==> src/rtl/lampfpu_sqrt_sched.sv <==
// lampfpu_sqrt_sched: two-requester round-robin scheduler for one
// bfloat16 sqrt / inverse-sqrt unit, one operation in flight.
//
// Ports:
//   clk, rst                      clock, synchronous active-high reset
//   req_i[1:0], op_i[1:0]         per-requester request and opcode
//                                 (0 = sqrt, 1 = inverse sqrt)
//   opA_i, opB_i                  bfloat16 operands of requester 0 / 1
//   gnt_o[1:0]                    one-cycle acceptance pulse (one-hot)
//   rsp_valid_o[1:0]              one-cycle result strobe to the owner
//   rsp_data_o, rsp_err_o         result and abort flag
//   busy_o                        high whenever not IDLE
//   u_doSqrt_o, u_doInvSqrt_o     start pulses to the unit
//   u_op_o                        operand to the unit (ISSUE..WAIT)
//   u_valid_i, u_res_i            unit completion strobe and result
//
// Optional feature: define LAMPFPU_SQRT_SCHED_TIMEOUT_EN to abort an
// operation after TIMEOUT_CYC WAIT cycles with a qNaN error response.

module lampfpu_sqrt_sched #(
  parameter int unsigned TIMEOUT_CYC = 64
) (
  input  logic        clk,
  input  logic        rst,
  input  logic [1:0]  req_i,
  input  logic [1:0]  op_i,
  input  logic [15:0] opA_i,
  input  logic [15:0] opB_i,
  output logic [1:0]  gnt_o,
  output logic [1:0]  rsp_valid_o,
  output logic [15:0] rsp_data_o,
  output logic        rsp_err_o,
  output logic        busy_o,
  output logic        u_doSqrt_o,
  output logic        u_doInvSqrt_o,
  output logic [15:0] u_op_o,
  input  logic        u_valid_i,
  input  logic [15:0] u_res_i
);

  if (TIMEOUT_CYC < 2 || TIMEOUT_CYC > 255) begin : g_chk
    $error("TIMEOUT_CYC must be within 2..255");
  end

  typedef enum logic [1:0] {
    S_IDLE,
    S_ISSUE,
    S_WAIT,
    S_RESP
  } state_e;

  state_e      state_q, state_d;
  logic        owner_q, owner_d;
  logic        last_q, last_d;
  logic        opc_q, opc_d;
  logic [15:0] opnd_q, opnd_d;
  logic [15:0] res_q, res_d;
  logic        win;
  logic [1:0]  own_oh;

`ifdef LAMPFPU_SQRT_SCHED_TIMEOUT_EN
  localparam logic [7:0] CNT_LAST = 8'(TIMEOUT_CYC - 1);
  logic [7:0] cnt_q, cnt_d;
  logic       err_q, err_d;
`endif

  // With both requesting, the one not served last wins.
  assign win    = (req_i == 2'b11) ? ~last_q : req_i[1];
  assign own_oh = {owner_q, ~owner_q};

  always_comb begin
    state_d = state_q;
    owner_d = owner_q;
    last_d  = last_q;
    opc_d   = opc_q;
    opnd_d  = opnd_q;
    res_d   = res_q;
`ifdef LAMPFPU_SQRT_SCHED_TIMEOUT_EN
    cnt_d   = cnt_q;
    err_d   = err_q;
`endif
    unique case (state_q)
      S_IDLE: begin
        if (|req_i) begin
          owner_d = win;
          last_d  = win;
          opc_d   = op_i[win];
          opnd_d  = win ? opB_i : opA_i;
          state_d = S_ISSUE;
        end
      end
      S_ISSUE: begin
        state_d = S_WAIT;
`ifdef LAMPFPU_SQRT_SCHED_TIMEOUT_EN
        cnt_d   = '0;
`endif
      end
      S_WAIT: begin
        if (u_valid_i) begin
          res_d   = u_res_i;
          state_d = S_RESP;
`ifdef LAMPFPU_SQRT_SCHED_TIMEOUT_EN
          err_d   = 1'b0;
        end else if (cnt_q == CNT_LAST) begin
          res_d   = 16'h7FC0;
          err_d   = 1'b1;
          state_d = S_RESP;
        end else begin
          cnt_d   = cnt_q + 8'd1;
`endif
        end
      end
      S_RESP: begin
        state_d = S_IDLE;
      end
    endcase
  end

  always_ff @(posedge clk) begin
    if (rst) begin
      state_q <= S_IDLE;
      owner_q <= 1'b0;
      last_q  <= 1'b1;
      opc_q   <= 1'b0;
      opnd_q  <= '0;
      res_q   <= '0;
`ifdef LAMPFPU_SQRT_SCHED_TIMEOUT_EN
      cnt_q   <= '0;
      err_q   <= 1'b0;
`endif
    end else begin
      state_q <= state_d;
      owner_q <= owner_d;
      last_q  <= last_d;
      opc_q   <= opc_d;
      opnd_q  <= opnd_d;
      res_q   <= res_d;
`ifdef LAMPFPU_SQRT_SCHED_TIMEOUT_EN
      cnt_q   <= cnt_d;
      err_q   <= err_d;
`endif
    end
  end

  // Outputs are forced low for the whole reset cycle, even before the
  // state register has returned to IDLE.
  always_comb begin
    gnt_o         = '0;
    rsp_valid_o   = '0;
    rsp_data_o    = '0;
    rsp_err_o     = 1'b0;
    busy_o        = 1'b0;
    u_doSqrt_o    = 1'b0;
    u_doInvSqrt_o = 1'b0;
    u_op_o        = '0;
    if (!rst) begin
      busy_o = (state_q != S_IDLE);
      unique case (state_q)
        S_IDLE: ;
        S_ISSUE: begin
          gnt_o         = own_oh;
          u_doSqrt_o    = ~opc_q;
          u_doInvSqrt_o = opc_q;
          u_op_o        = opnd_q;
        end
        S_WAIT: begin
          u_op_o = opnd_q;
        end
        S_RESP: begin
          rsp_valid_o = own_oh;
          rsp_data_o  = res_q;
`ifdef LAMPFPU_SQRT_SCHED_TIMEOUT_EN
          rsp_err_o   = err_q;
`endif
        end
      endcase
    end
  end

endmodule

==> config.mk <==
export PLATFORM = sky130hd
export DESIGN_NAME = lampfpu_sqrt_sched
export DESIGN_NICKNAME = d
export VERILOG_FILES = /design/src/rtl/lampfpu_sqrt_sched.sv
export SDC_FILE = /design/constraint.sdc
export NUM_CORES = 1
export LEC_CHECK = 0
export CORE_ASPECT_RATIO = 1.75
export CORE_UTILIZATION = 41
export CTS_BUF_LIST = sky130_fd_sc_hd__clkbuf_4 sky130_fd_sc_hd__clkbuf_8
export DETAILED_ROUTE_END_ITERATION = 6
export MAX_ROUTING_LAYER = met4
export PLACE_DENSITY = 0.86
export REMOVE_ABC_BUFFERS = 1
export SLEW_MARGIN = 20
export SYNTH_ARGS = -nofsm -noshare
export SYNTH_HDL_FRONTEND = slang
export SYNTH_SLANG_ARGS = --single-unit
==> constraint.sdc <==
create_clock -name clk -period 2 [get_ports clk]
set_clock_uncertainty 0.2 [all_clocks]
set_input_delay 0.3 -clock clk [delete_from_list [all_inputs] [get_ports clk]]
set_output_delay 0.3 -clock clk [all_outputs]
set_load 0.03 [all_outputs]
# Word-level counts from Yosys, hierarchy flattened
# Index checks and enable logic that the tools add are counted.
[totals] regBits=37 latch_bits=0 ramBits=0 romBits=0 in_bits=55 out_inout_bits=40 word_cells=43 n_memories=0
[classes] add_sub_neg=0 n_mul=0 div=0 order_cmp=1 n_eq_ne=6 shift=0 muxes=20 bitwise=3 reduce_logical=7
[op_table] op="$mux 16" count=5
[op_table] op="$mux 2" count=6
[op_table] op="$mux 1" count=8
[op_table] op="$pmux 2 s4" count=1
[op_table] op="$eq 2x2->1 const B" count=3
[op_table] op="$reduce_and 2->1" count=3
[op_table] op="$ne 2x2->1 const B" count=2
[op_table] op="$reduce_or 2->1" count=2
[op_table] op="$not 1->1" count=3
[op_table] op="$eq 2x1->1 const B" count=1
[op_table] op="$logic_not 2->1" count=1
[op_table] op="$lt 1x2->1 const B" count=1
[op_table] op="$reduce_bool 2->1" count=1

# Logic depth before layout (Yosys ltp)
[logic_depth] ltp_word=4 depth_mapped=7 mapped_depth_nobuf=5

# Worst setup path after synthesis
# No wires, ideal clock.
[synth_timing] path_type="register -> output" start="register state_q[0]" end="output u_op_o[10]" arrival_time_ps=1504 required_ps=1500 setup_slack_ps=-4 stages_incl_launch_ff=6 n_path_buf=1 path_cell_list="dfxtp_1 -> inv_1 -> ha_1 -> nor2b_1 -> clkbuf_1 -> and2_1"
[synth_between] elab_chain_len=4 word_cells_on_any_way=5 classes_between="2 x eq/ne; 2 x mux; 1 x reduce/logical"
[synth_rtl] item="start, declared" line_no="52" text="state_e state_q, state_d;"
[synth_rtl] item="start signal, assigned" line_no="132" text="state_q <= state_d;"
[synth_rtl] item="$eq 2x2->1 / $eq 2x1->1 (equally long branches)" line_no="158" text="unique case (state_q)"
[synth_rtl] item="$reduce_or 2->1 (no source line) *"
[synth_rtl] item="$mux 16 *" line_no="158"
[synth_rtl] item="$mux 16 *" line_no="156" text="if (!rst) begin"
[synth_rtl] item="end, declared" line_no="36" text="output logic [15:0] u_op_o,"
# Every way passes the cells marked *; elsewhere a longest branch is shown, timed or not.

# Worst setup path after layout
[layout_timing] start="register state_q[1]" end="output u_op_o[13]"
# The elaborated chain is that of the path after synthesis.

==> run_results.csv <==
group,metric,value,unit
run_status,status,"finished, violations left",
floorplanning,start_util,42.7,%
sta,rsz0062_at_grt,"yes",
run_status,violations,"setup timing",
placed_design,dp_hpwl,3.58,mm
floorplanning,die_h,91.6,um
worst_setup_path,reg2reg_from,"state_q[0]",
worst_setup_path,path_delay_family,"buffers and inverters",
cells_and_area,antennaDiodeCount,0,
clock_tree,numCtsBuffers,5,
drt,vias_per_cell,4.99,
clock_tree,clk_latency,0.28,ns
global_routing,grt_pass1_vias,1869,
yosys,yosysSeqAreaShare,39.4,%
cells_and_area,drive_above_1_share,34.2,%
yosys,yosys_warnings,0,
yosys,synth_top_area_share,39.4,%
power,power_leakage,1.37,nW
sta,slew_headroom,61.7,%
yosys,syn_area,1880,um2
placed_design,place_ws,-0.356,ns
worst_setup_path,cp_cell_sequence,"inv_2 -> ha_4 -> nor2b_4 -> clkbuf_16 -> and2_4 -> buf_6",
yosys,yosys.area.top_type,"dfxtp_1",
worst_setup_path,path_max_fanout,8,
worst_setup_path,crit_required,1.50,ns
worst_setup_path,cp-end-kind,"primary output",
yosys,syn_avg_cell_area,7.84,um2
clock_tree,postCtsHoldBufs,0,
global_routing,grt_pass1_wl,8.11,mm
drt,wirelength,5.34,mm
floorplanning,coreArea,4400,um2
clock_tree,max-clock-path-buffers,2,
cells_and_area,finish.utilization,73.1,%
placed_design,place.gp.congestion,0.772,
power,ir_drop,0.818,mV
cells_and_area,fin_cells,393,
drt,firstDrtPassIters,4,
sta,report.final.slew_viol_count,0,
hold_path,min_from,"rst",
drt,vias,1962,
floorplanning,row_count,32,
global_routing,gr-usage-all-layers,22.5,%
worst_setup_path,crit_slowest_cell,"dfxtp_2",
flow_run,maxCapViolations,0,
sta,period_share,103,%
placed_design,dp.cells,381,
cells_and_area,final_net_count,401,
sta,setup_viol,17,
sta,worst_pin_slew,0.574,ns
placed_design,port_buffers,93,
drt,wl_per_cell,13.6,um
power,pwr_density_cell,1040,nW/um2
sta,worst_slack,-0.0586,ns
drt,drc,0,
floorplanning,ioPinCount,95,
clock_tree,cts_tree,"yes",
worst_setup_path,start_kind,"register",
clock_tree,h-tree-depth,2,
sta,finalHoldViolCount,0,
clock_tree,cts_sinks,37,
hold_path,hold_path_class,"in2reg",
drt,ant_nets,0,
cells_and_area,area_growth,71.0,%
cells_and_area,final_common_cell,"clkdlybuf4s50_1",
worst_setup_path,path_buf_inv,3,
worst_setup_path,worst_setup_path_startpoint,"state_q[1]",
cells_and_area,final_cell_mix,"clkdlybuf4s50_1, nand2_1, a21oi_1, dfxtp_1",
yosys,ys_ff_latch,37,
yosys,synth_cells,240,
placed_design,place_area,2830,um2
clock_tree,clockRootBuffer,"clkbuf_8",
sta,fin_hold_ws,0.233,ns
worst_setup_path,critical_path.max_stage_delay,0.34,ns
cells_and_area,final_area,3220,um2
worst_setup_path,critPathKind,"reg2out",
yosys,synth_cell_types,27,
drt,dr.first_iter.drc_count,49,
worst_setup_path,cp.arrival,1.56,ns
sta,period_needed,2.06,ns
cells_and_area,fill_cells,350,
clock_tree,clk_pin_slew,0.07,ns
floorplanning,dieArea,4880,um2
yosys,synth_area_leaders,"dfxtp_1, and2_1, nand2_1",
global_routing,grt_start_max_net_pins,29,
global_routing,antenna_found_initial,0,
sta,fmax,486,MHz
floorplanning,die_x,53.2,um
global_routing,grt.overflow.total,0,
[tightest hold or removal path, delay by kind of cell]
| family | cells | cell delay [ns] |
|---|---|---|
| buf+inv | 2 | 0.34 |
| compound gates | 1 | 0.03 |
[metal layers]
layer | routed length [um] | vias to the layer above | track usage [%]
met5 | 0 | - | -
li1 | - | 986 | -
met4 | 48 | 0 | 5.26
met2 | 3050 | 77 | 41.8
met1 | 1900 | 892 | 22.0
met3 | 336 | 7 | 5.64
[where the power goes]
group          switching [mW]  internal [mW]  leakage (nW)
registers               0.115          0.928         0.304
clock network           0.243          0.288        0.0498
logic                   0.887          0.873          1.02
total                    1.24           2.09          1.37
[sequential cells by signal, summed over array words and instances (netlist names)]
register / flops
opnd_q: 16
owner_q: 1
state_q: 2
last_q: 1
res_q: 16
opc_q: 1
[synth_stat cells (all sizes together)]
cell,count
nand2,50
dfxtp,37
a21oi,35
and2,35
nor2,24
a211oi,16
buf,10
clkbuf,7
ha,5
inv,5
a21boi,2
nor2b,2
o21a,2
a21bo,1
a221oi,1
a22oi,1
a31oi,1
conb,1
mux2,1
nand2b,1
o21ai,1
or2,1
or3b,1
[what timing repair did]
| action | CTS | global route |
|---|---|---|
| resized for setup | 54 | 40 |
| pin swaps | 0 | 8 |
| buffers inserted | 2 | 2 |
| cloned | 0 | 1 |
| setup endpoints to repair | 39 | 37 |
[worst paths after layout]
path                                   end  slack, ns  depth (start not counted)
worst max-delay path            u_op_o[13]      -0.06                          6
worst min register to register    res_q[6]       0.25                          2
worst min-delay path              res_q[1]       0.23                          3
worst max register to register  state_q[1]       0.19                          6
[metrics by stage]
stage	power, mW	TNS (ns)
after floorplan	1.87	0
after global placement	2.48	-6.89
after detailed placement	2.53	-8.23
after CTS	3.21	-0.429
after global routing	3.55	-2.54
final	3.33	-0.609
[cell families after synthesis]
| group | after synthesis | share of synthesized area, % |
|---|---|---|
| AOI/OAI and AO/OA | 60 | 21.7 |
| adders and majority gates | 5 | 3.32 |
| buffers and inverters | 22 | 6.38 |
| DFF | 37 | 39.4 |
| muxes | 1 | 0.798 |
| other | 1 | 0.199 |
| and+or+nand+nor | 114 | 28.2 |
[cell type report]
class	instances	area [um2]	area share, %
timing repair buffer	111	1160	36.2
multi-input combinational	181	1140	35.3
sequential	37	743	23.1
clock buffer	8	91.3	2.84
tap	51	63.8	1.98
inverter	5	18.8	0.583
No activity file was read; power rests on OpenSTA's default activity.
